### src/rtl/mem_port_arbiter_if.sv
// Bus bundle between the fetch stage, the memory stage and the unified memory.
// Requesters hold *_req until their *_done pulse (fetch may also drop it via if_cancel);
// memory answers each one-cycle mem_en strobe with exactly one mem_done pulse one or
// more cycles later.
interface mem_port_arbiter_if;
    logic        if_req;
    logic [15:0] if_addr;
    logic        if_cancel;
    logic [15:0] if_rdata;
    logic        if_done;
    logic        if_stall;
    logic        dm_req;
    logic        dm_wr;
    logic [15:0] dm_addr;
    logic [15:0] dm_wdata;
    logic [15:0] dm_rdata;
    logic        dm_done;
    logic        dm_stall;
    logic        mem_en;
    logic        mem_wr;
    logic [15:0] mem_addr;
    logic [15:0] mem_wdata;
    logic [15:0] mem_rdata;
    logic        mem_done;
    logic        err;

    modport master (
        input  if_req, if_addr, if_cancel, dm_req, dm_wr, dm_addr, dm_wdata,
               mem_rdata, mem_done,
        output if_rdata, if_done, if_stall, dm_rdata, dm_done, dm_stall,
               mem_en, mem_wr, mem_addr, mem_wdata, err
    );

    modport slave (
        output if_req, if_addr, if_cancel, dm_req, dm_wr, dm_addr, dm_wdata,
               mem_rdata, mem_done,
        input  if_rdata, if_done, if_stall, dm_rdata, dm_done, dm_stall,
               mem_en, mem_wr, mem_addr, mem_wdata, err
    );
endinterface

### src/rtl/mem_port_arbiter.sv
// Single-port memory arbiter between instruction fetch and data access, with
// fetch starvation protection, fetch cancellation and a sticky timeout flag.
module mem_port_arbiter #(
    parameter  int STARVE_MAX = 3,
    parameter  int TIMEOUT    = 15,
    localparam int SW         = $clog2(STARVE_MAX + 1)
) (
    input  logic              clk,
    input  logic              rst_n,
    mem_port_arbiter_if.master bus,
    output logic [1:0]        o_state,
    output logic [SW-1:0]     o_starve_cnt
);
    localparam int TW = 4;

    typedef enum logic [1:0] {S_IDLE, S_FETCH, S_DATA, S_DRAIN} state_t;

    state_t          r_state;
    state_t          w_state_nxt;
    logic            r_mem_en;
    logic            r_mem_wr;
    logic [15:0]     r_mem_addr;
    logic [15:0]     r_mem_wdata;
    logic [SW-1:0]   r_starve_cnt;
    logic [TW-1:0]   r_tmo_cnt;
    logic            r_err;
    logic            w_fetch_grant;
    logic            w_data_grant;
    logic            w_if_done;
    logic            w_dm_done;
    logic            w_timeout;
    logic            w_tmo_hit;
    logic            w_starve_full;

    assign w_tmo_hit     = !bus.mem_done && (r_tmo_cnt == TW'(TIMEOUT - 1));
    assign w_starve_full = (r_starve_cnt == SW'(STARVE_MAX));

    always_comb begin
        w_state_nxt   = r_state;
        w_fetch_grant = 1'b0;
        w_data_grant  = 1'b0;
        w_if_done     = 1'b0;
        w_dm_done     = 1'b0;
        w_timeout     = 1'b0;
        case (r_state)
            S_IDLE: begin
                w_fetch_grant = bus.if_req && !bus.if_cancel && (!bus.dm_req || w_starve_full);
                w_data_grant  = !w_fetch_grant && bus.dm_req;
                if (w_fetch_grant)     w_state_nxt = S_FETCH;
                else if (w_data_grant) w_state_nxt = S_DATA;
            end
            S_FETCH: begin
                // A cancel coinciding with completion silently drops the word.
                if (bus.mem_done) begin
                    w_if_done   = !bus.if_cancel;
                    w_state_nxt = S_IDLE;
                end else if (w_tmo_hit) begin
                    w_timeout   = 1'b1;
                    w_state_nxt = S_IDLE;
                end else if (bus.if_cancel) begin
                    w_state_nxt = S_DRAIN;
                end
            end
            S_DATA: begin
                if (bus.mem_done) begin
                    w_dm_done   = 1'b1;
                    w_state_nxt = S_IDLE;
                end else if (w_tmo_hit) begin
                    w_timeout   = 1'b1;
                    w_state_nxt = S_IDLE;
                end
            end
            S_DRAIN: begin
                if (bus.mem_done) begin
                    w_state_nxt = S_IDLE;
                end else if (w_tmo_hit) begin
                    w_timeout   = 1'b1;
                    w_state_nxt = S_IDLE;
                end
            end
            default: w_state_nxt = S_IDLE;
        endcase
    end

    always_ff @(posedge clk or negedge rst_n) begin
        if (!rst_n) begin
            r_state      <= S_IDLE;
            r_mem_en     <= 1'b0;
            r_mem_wr     <= 1'b0;
            r_mem_addr   <= '0;
            r_mem_wdata  <= '0;
            r_starve_cnt <= '0;
            r_tmo_cnt    <= '0;
            r_err        <= 1'b0;
        end else begin
            r_state  <= w_state_nxt;
            r_mem_en <= w_fetch_grant || w_data_grant;
            if (w_fetch_grant) begin
                r_mem_wr     <= 1'b0;
                r_mem_addr   <= bus.if_addr;
                r_mem_wdata  <= '0;
                r_starve_cnt <= '0;
            end else if (w_data_grant) begin
                r_mem_wr    <= bus.dm_wr;
                r_mem_addr  <= bus.dm_addr;
                r_mem_wdata <= bus.dm_wdata;
                if (bus.if_req && !w_starve_full) r_starve_cnt <= r_starve_cnt + 1'b1;
            end
            // Timer restarts on every state change, so entering DRAIN gets a fresh budget.
            if (r_state == S_IDLE || w_state_nxt != r_state) r_tmo_cnt <= '0;
            else                                              r_tmo_cnt <= r_tmo_cnt + 1'b1;
            if (w_timeout) r_err <= 1'b1;
        end
    end

    assign bus.mem_en    = r_mem_en;
    assign bus.mem_wr    = r_mem_wr;
    assign bus.mem_addr  = r_mem_addr;
    assign bus.mem_wdata = r_mem_wdata;
    assign bus.err       = r_err;
    assign bus.if_done   = w_if_done;
    assign bus.dm_done   = w_dm_done;
    assign bus.if_rdata  = w_if_done ? bus.mem_rdata : 16'h0000;
    assign bus.dm_rdata  = w_dm_done ? bus.mem_rdata : 16'h0000;
    assign bus.if_stall  = bus.if_req && !w_if_done;
    assign bus.dm_stall  = bus.dm_req && !w_dm_done;
    assign o_state       = r_state;
    assign o_starve_cnt  = r_starve_cnt;
endmodule

### src/flat_wrapper.sv
// flat-port wrapper written by rule: the top's interface ports become plain ports
module mem_port_arbiter_flat 
#(
    parameter  int STARVE_MAX = 3,
    parameter  int TIMEOUT    = 15,
    localparam int SW         = $clog2(STARVE_MAX + 1)
)
  (clk, rst_n, o_state, o_starve_cnt, bus_if_req, bus_if_addr, bus_if_cancel, bus_dm_req, bus_dm_wr, bus_dm_addr, bus_dm_wdata, bus_mem_rdata, bus_mem_done, bus_if_rdata, bus_if_done, bus_if_stall, bus_dm_rdata, bus_dm_done, bus_dm_stall, bus_mem_en, bus_mem_wr, bus_mem_addr, bus_mem_wdata, bus_err);
  mem_port_arbiter_if bus_i ();
  input  logic clk;
  input  logic rst_n;
  output logic [1:0] o_state;
  output logic [SW-1:0] o_starve_cnt;
  input wire logic [$bits(bus_i.if_req)-1:0] bus_if_req;
  input wire logic [$bits(bus_i.if_addr)-1:0] bus_if_addr;
  input wire logic [$bits(bus_i.if_cancel)-1:0] bus_if_cancel;
  input wire logic [$bits(bus_i.dm_req)-1:0] bus_dm_req;
  input wire logic [$bits(bus_i.dm_wr)-1:0] bus_dm_wr;
  input wire logic [$bits(bus_i.dm_addr)-1:0] bus_dm_addr;
  input wire logic [$bits(bus_i.dm_wdata)-1:0] bus_dm_wdata;
  input wire logic [$bits(bus_i.mem_rdata)-1:0] bus_mem_rdata;
  input wire logic [$bits(bus_i.mem_done)-1:0] bus_mem_done;
  output wire logic [$bits(bus_i.if_rdata)-1:0] bus_if_rdata;
  output wire logic [$bits(bus_i.if_done)-1:0] bus_if_done;
  output wire logic [$bits(bus_i.if_stall)-1:0] bus_if_stall;
  output wire logic [$bits(bus_i.dm_rdata)-1:0] bus_dm_rdata;
  output wire logic [$bits(bus_i.dm_done)-1:0] bus_dm_done;
  output wire logic [$bits(bus_i.dm_stall)-1:0] bus_dm_stall;
  output wire logic [$bits(bus_i.mem_en)-1:0] bus_mem_en;
  output wire logic [$bits(bus_i.mem_wr)-1:0] bus_mem_wr;
  output wire logic [$bits(bus_i.mem_addr)-1:0] bus_mem_addr;
  output wire logic [$bits(bus_i.mem_wdata)-1:0] bus_mem_wdata;
  output wire logic [$bits(bus_i.err)-1:0] bus_err;
  assign bus_i.if_req = bus_if_req;
  assign bus_i.if_addr = bus_if_addr;
  assign bus_i.if_cancel = bus_if_cancel;
  assign bus_i.dm_req = bus_dm_req;
  assign bus_i.dm_wr = bus_dm_wr;
  assign bus_i.dm_addr = bus_dm_addr;
  assign bus_i.dm_wdata = bus_dm_wdata;
  assign bus_i.mem_rdata = bus_mem_rdata;
  assign bus_i.mem_done = bus_mem_done;
  assign bus_if_rdata = bus_i.if_rdata;
  assign bus_if_done = bus_i.if_done;
  assign bus_if_stall = bus_i.if_stall;
  assign bus_dm_rdata = bus_i.dm_rdata;
  assign bus_dm_done = bus_i.dm_done;
  assign bus_dm_stall = bus_i.dm_stall;
  assign bus_mem_en = bus_i.mem_en;
  assign bus_mem_wr = bus_i.mem_wr;
  assign bus_mem_addr = bus_i.mem_addr;
  assign bus_mem_wdata = bus_i.mem_wdata;
  assign bus_err = bus_i.err;
  mem_port_arbiter #(.STARVE_MAX(STARVE_MAX), .TIMEOUT(TIMEOUT)) u_core (.clk(clk), .rst_n(rst_n), .bus(bus_i), .o_state(o_state), .o_starve_cnt(o_starve_cnt));
endmodule
### config.mk
export PLATFORM = sky130hd
export DESIGN_NAME = mem_port_arbiter_flat
export DESIGN_NICKNAME = d
export VERILOG_FILES = /design/src/rtl/mem_port_arbiter_if.sv /design/src/rtl/mem_port_arbiter.sv /design/src/flat_wrapper.sv
export SDC_FILE = /design/constraint.sdc
export NUM_CORES = 1
export LEC_CHECK = 0
export BUFFER_PORTS_ARGS = -buffer_cell sky130_fd_sc_hd__buf_2
export CAP_MARGIN = 0
export CORE_ASPECT_RATIO = 0.9
export CORE_MARGIN = 5
export CORE_UTILIZATION = 30
export CTS_CLUSTER_DIAMETER = 60
export CTS_CLUSTER_SIZE = 20
export DETAILED_ROUTE_END_ITERATION = 10
export PLACE_DENSITY = 0.66
export SYNTH_ARGS = -nofsm -noshare
export SYNTH_HDL_FRONTEND = slang
export SYNTH_SLANG_ARGS = --single-unit
### constraint.sdc
create_clock -name clk -period 4.25 [get_ports clk]
set_clock_uncertainty 0.2 [all_clocks]
set_input_delay 0.2125 -clock clk [delete_from_list [all_inputs] [get_ports clk]]
set_output_delay 0.2125 -clock clk [all_outputs]
set_load 0.02 [all_outputs]
Word-level counts from Yosys, hierarchy flattened

Cells that the tools add are included.

Add/subtract/negate cells: 2
Equal/unequal tests: 6
Multiplexer cells: 29
Reductions and logical operators: 23

Operators by type and width:

| kind                                           | count |
|---|---|
| two-way mux 16 bit                             | 6 |
| two-way mux 2 bit                              | 10 |
| two-way mux 1 bit                              | 11 |
| logical AND 1 bit                              | 7 |
| zero test 1 bit                                | 7 |
| == test 2 bit (second input constant)          | 3 |
| case mux 2 bit (3 select lines)                | 1 |
| adder 4 x 1 -> 4 bit (second input constant)   | 1 |
| == test 4 bit (second input constant)          | 1 |
| two-way mux 4 bit                              | 1 |
| nonzero test 2 bit                             | 2 |
| logical OR 1 bit                               | 3 |
| OR reduction 3 bit                             | 1 |
| adder 2 x 1 -> 2 bit (second input constant)   | 1 |
| == test 2 x 1 -> 1 bit (second input constant) | 1 |
| zero test 2 bit                                | 1 |
| inequality test 2 bit                          | 1 |
| AND reduction 2 bit                            | 1 |
| OR reduction 2 bit                             | 1 |

Output and inout port bits: 75
Bits in registers: 43

Logic depth before layout (Yosys ltp)

Word-level depth: 11
Depth in mapped cells: 6
Mapped depth without buffers: 5

Worst setup path after synthesis

Ideal clock, no wire load.

Kind: register to output
Start: register u_core.r_state[0] (netlist: u_core.o_state[0])
End: output port bus_if_rdata[10]
Path slack: 2.138 ns
Stages on the path, launching flop included: 6
Data arrival time: 1.700 ns
Cells stage by stage: dfrtp_1 > nor2b_1 > and3b_1 > clkbuf_1 > clkbuf_1 > and2_1

Longest elaborated chain between the ends: 3

RTL lines:

| element                | RTL line                | text |
|---|---|---|
| from (decl)            | mem_port_arbiter.sv:18  | `state_t r_state;` |
| from (signal assigned) | mem_port_arbiter.sv:96  | `r_state <= w_state_nxt;` |
| == test 2 x 1 -> 1 bit | mem_port_arbiter.sv:45  | `case (r_state)` |
| two-way mux 1 bit      | mem_port_arbiter.sv:45  |  |
| net bus_if_done        | flat_wrapper.sv:24      | `output wire logic [$bits(bus_i.if_done)-1:0] bus_if_done;` |
| two-way mux 16 bit     | mem_port_arbiter.sv:123 | `assign bus.if_rdata = w_if_done ? bus.mem_rdata : 16'h0000;` |
| to (decl)              | flat_wrapper.sv:23      | `output wire logic [$bits(bus_i.if_rdata)-1:0] bus_if_rdata;` |

The timed path passes the listed nets, and every way through them passes these cells.

Worst setup path in the final report

Start: register u_core.r_starve_cnt[0] (netlist: u_core.o_starve_cnt[0])
End: register u_core.r_mem_addr[2] (netlist: u_core.bus.mem_addr[2])

Longest elaborated chain between the ends: 7

RTL lines:

| element                      | RTL line                | text |
|---|---|---|
| from (decl)                  | mem_port_arbiter.sv:24  | `logic [SW-1:0] r_starve_cnt;` |
| from (signal assigned)       | mem_port_arbiter.sv:107 | `if (bus.if_req && !w_starve_full) r_starve_cnt <= r_starve_cnt + 1'b1;` |
| == test 2 bit *              | mem_port_arbiter.sv:36  | `assign w_starve_full = (r_starve_cnt == SW'(STARVE_MAX));` |
| logical OR 1 bit *           | mem_port_arbiter.sv:47  | `w_fetch_grant = bus.if_req && !bus.if_cancel && (!bus.dm_req \|\| w_starve_full);` |
| logical AND 1 bit *          | mem_port_arbiter.sv:47  |  |
| zero test 1 bit              | mem_port_arbiter.sv:48  | `w_data_grant = !w_fetch_grant && bus.dm_req;` |
| logical AND 1 bit            | mem_port_arbiter.sv:48  |  |
| two-way mux 1 bit            | mem_port_arbiter.sv:45  |  |
| nonzero test 2 bit (no line) | -                       |  |
| to (signal assigned)         | mem_port_arbiter.sv:100 | `r_mem_addr <= bus.if_addr;` |
| to (signal assigned)         | mem_port_arbiter.sv:105 | `r_mem_addr <= bus.dm_addr;` |
| to (decl)                    | mem_port_arbiter.sv:22  | `logic [15:0] r_mem_addr;` |

Every way passes the cells marked *; elsewhere a longest branch is shown, timed or not.
A chain may end at the register's enable or synchronous reset.

==> flow_metrics.py <==
metrics = {
    "final_layout": {
        "layout_commonest_cell": "buf_2",
        "num_antenna_cells": 0,
        "final-seq-area_um2": 1080,
        "syn_to_final_growth_pct": 55.0,
        "drive_gt1_share_pct": 47.0,
        "final_cells": 457,
        "fill_cells": 665,
        "final_cell_area_um2": 3390,
        "layout.nets": 437,
        "layout_common_cells": "buf_2 (145), dfrtp_1 (43), and2_1 (32), dlygate4sd3_1 (30), a22o_1 (17)",
        "multiInputGateArea_um2": 1000,
        "post-route-util_pct": 47.9,
    },
    "logic_synthesis": {
        "ys_types": 36,
        "ys.flop_type": "dfrtp_1",
        "netlist_area_um2": 2180,
        "async_flop_share_pct": 100,
        "seq_area_frac_synth_pct": 49.3,
        "yosys_warnings": 0,
        "syn_avg_cell_area_um2": 11.3,
        "synth_nets": 267,
        "synth-edff-count": 0,
        "ys_ff_latch": 43,
        "synthCells": 193,
    },
    "floorplan": {
        "num_rows": 29,
        "design.die.area_um2": 9090,
        "die-width_um": 100,
        "fp.coreArea_um2": 7080,
        "die_y_um": 91.0,
        "start_util_pct": 30.9,
        "io_pins": 146,
    },
    "sta": {
        "setup_ws_ps": 1670,
        "fin_crit_sh_pct": 60.6,
        "setup_violations": 0,
        "rsz0062_at_grt": "no",
        "holdWs_ps": 14.0,
        "max_slew.worst_pin.slew_ps": 1030,
        "slew_headroom_pct": 31.5,
        "final-max-slew-violation-count": 0,
        "period_needed_ps": 2580,
        "fmaxAchievable_mhz": 388,
        "setup_tns_ps": 0,
        "hold_viol": 0,
    },
    "critical_path": {
        "worst_r2r_endpoint": "u_core.bus.mem_addr[2]$_DFFE_PN0P_",
        "rr_startpoint": "u_core.o_starve_cnt[0]$_DFFE_PN0P_",
        "critPathSlowestCell": "nor2b_1",
        "cp.required_ps": 4230,
        "cp.depth": 5,
        "cp-endpoint": "u_core.bus.mem_addr[2]$_DFFE_PN0P_",
        "path_max_fanout": 13,
        "critPathLaunch": "u_core.o_starve_cnt[0]$_DFFE_PN0P_",
        "r2r_cells": 5,
        "path_delay_family": "simple AND/OR/NAND/NOR gates",
        "crit_type": "reg -> reg",
        "crit_chain": "ha_1 -> nor2b_1 -> nor2_8 -> o2bb2ai_1 -> dlygate4sd3_1",
        "critPathMaxStageDelay_ps": 710,
        "critical_path_arrival_ps": 2560,
        "critPathBufInv": 1,
        "critPathLaunchType": "flop",
        "r2r_slack_ps": 1670,
        "end_kind": "flop",
    },
    "pwr": {
        "total_power_mw": 1.83,
        "ir_worst_vdd_v": 0.000244,
        "p_per_area_nw_per_um2": 542,
        "power.leakage_nw": 1.85,
    },
    "global_route": {
        "grt_max_degree": 44,
        "grt_overflow_total": 0,
        "antenna_found_initial": 0,
        "grtUsageTotal_pct": 14.6,
        "grt_pass1_wl_um": 10700,
        "grt_pass1_vias": 2141,
    },
    "clock_network": {
        "tritoncts": "done",
        "cts_root_buf": "clkbuf_8",
        "cts.reportedPaths.clkPinSlew_ps": 80,
        "clock_path_buffers": 2,
        "htreeDepth": 2,
        "cts_buffers": 5,
        "clk_latency_ps": 300,
        "cts.sinks": 43,
    },
    "detailed_routing": {
        "top_layer": "met4",
        "vias": 2090,
        "dr.pass1.iters": 4,
        "final_antenna_net_count": 0,
        "wl_met2_um": 3360,
        "wl_um": 6780,
        "drt-initial-drc-count": 31,
        "drcViolationCount": 0,
        "routed-wl-met3_um": 417,
        "wire_per_inst_um": 14.8,
        "post_drt_via_cell_ratio": 4.57,
        "m1WireLength_um": 2860,
    },
    "placed_design": {
        "dpl.cell_count": 419,
        "placed_area_um2": 2950,
        "gp_congestion": 0.802,
        "port_buffers": 145,
        "place_ws_ps": 2020,
        "dp_hpwl_um": 4850,
    },
    "run_status": {
        "status": "completed",
    },
    "min_path": {
        "hold_path_class": "in -> reg",
    },
    "run": {
        "maxCapViolations": 0,
    },
}
==> worst register-to-register path: cells and delay by family (launching register included) <==
kind            cells  cell delay, ps
compound gates      1             180
fa+ha+maj           1             240
buf+inv             1             560
flops               1             410
simple gates        2             880
==> timing repair <==
item / in CTS / in global routing
setup buffers: 0 / 0
gates resized for setup: 0 / 0
endpoints found under the hold margin: 70 / 0
hold buffers: 30 / 0
==> metal layers <==
layer / track usage, % / up-vias
li1: - / 1013
met1: 18.0 / 994
met2: 24.7 / 68
met3: 3.37 / 15
met4: 5.80 / 0
met5: 0 / -
==> worst min-delay path by stage <==
stage,startpoint,endpoint,slack (ps),depth (start not counted)
detailed placement,rst_n,u_core.bus.mem_addr[8]$_DFFE_PN0P_,230,1
floorplan,rst_n,u_core.bus.err$_DFFE_PN0P_,-280,0
CTS,bus_dm_addr[0],u_core.bus.mem_addr[0]$_DFFE_PN0P_,10,3
global placement,rst_n,u_core.bus.mem_addr[8]$_DFFE_PN0P_,210,1
finish,bus_dm_addr[0],u_core.bus.mem_addr[0]$_DFFE_PN0P_,10,3
global route,bus_dm_addr[0],u_core.bus.mem_addr[0]$_DFFE_PN0P_,40,3
==> where the power goes <==
group / leakage (nW) / total (mW) / switching [mW] / internal [mW]
Sequential: 0.528 / 0.648 / 0.0911 / 0.557
Combinational: 1.25 / 0.805 / 0.457 / 0.348
Clock: 0.0644 / 0.382 / 0.147 / 0.234
Total: 1.85 / 1.83 / 0.695 / 1.14
==> logic make-up after synthesis <==
group / share of synthesized area (%)
mux: 9.11
buf+inv: 5.10
compound gates: 14.1
xor+xnor: 0.802
fa+ha+maj: 1.72
flops: 49.3
simple gates: 19.9
==> synthesized netlist by cell type (4+ instances only) <==
library cell | n | area share [%]
dfrtp_1 | 43 | 49
and2_1 | 32 | 9.2
a22o_1 | 17 | 6.8
nor3_1 | 15 | 3.4
mux2_4 | 11 | 7.6
inv_1 | 8 | 1.4
nor2_1 | 7 | 1.2
a211oi_1 | 6 | 2.1
clkbuf_1 | 5 | 0.86
nor2b_1 | 5 | 1.4
buf_2 | 4 | 0.92
==> cell type report <==
cell class | instances | share of cell area (%)
tap | 93 | 3.44
clock inverter | 3 | 2.00
sequential | 43 | 31.8
multi-input combinational | 130 | 29.6
timing repair buffer | 175 | 30.3
inverter | 8 | 0.887
clock buffer | 5 | 2.03
==> registers in the layout, summed over array words and instances, names as in the netlist <==
signal,count
u_core.o_starve_cnt,2
u_core.bus.mem_wr,1
u_core.bus.mem_addr,16
u_core.bus.mem_wdata,16
u_core.r_tmo_cnt,4
u_core.bus.err,1
u_core.o_state,2
u_core.bus.mem_en,1
No activity file was read; power rests on OpenSTA's default activity.
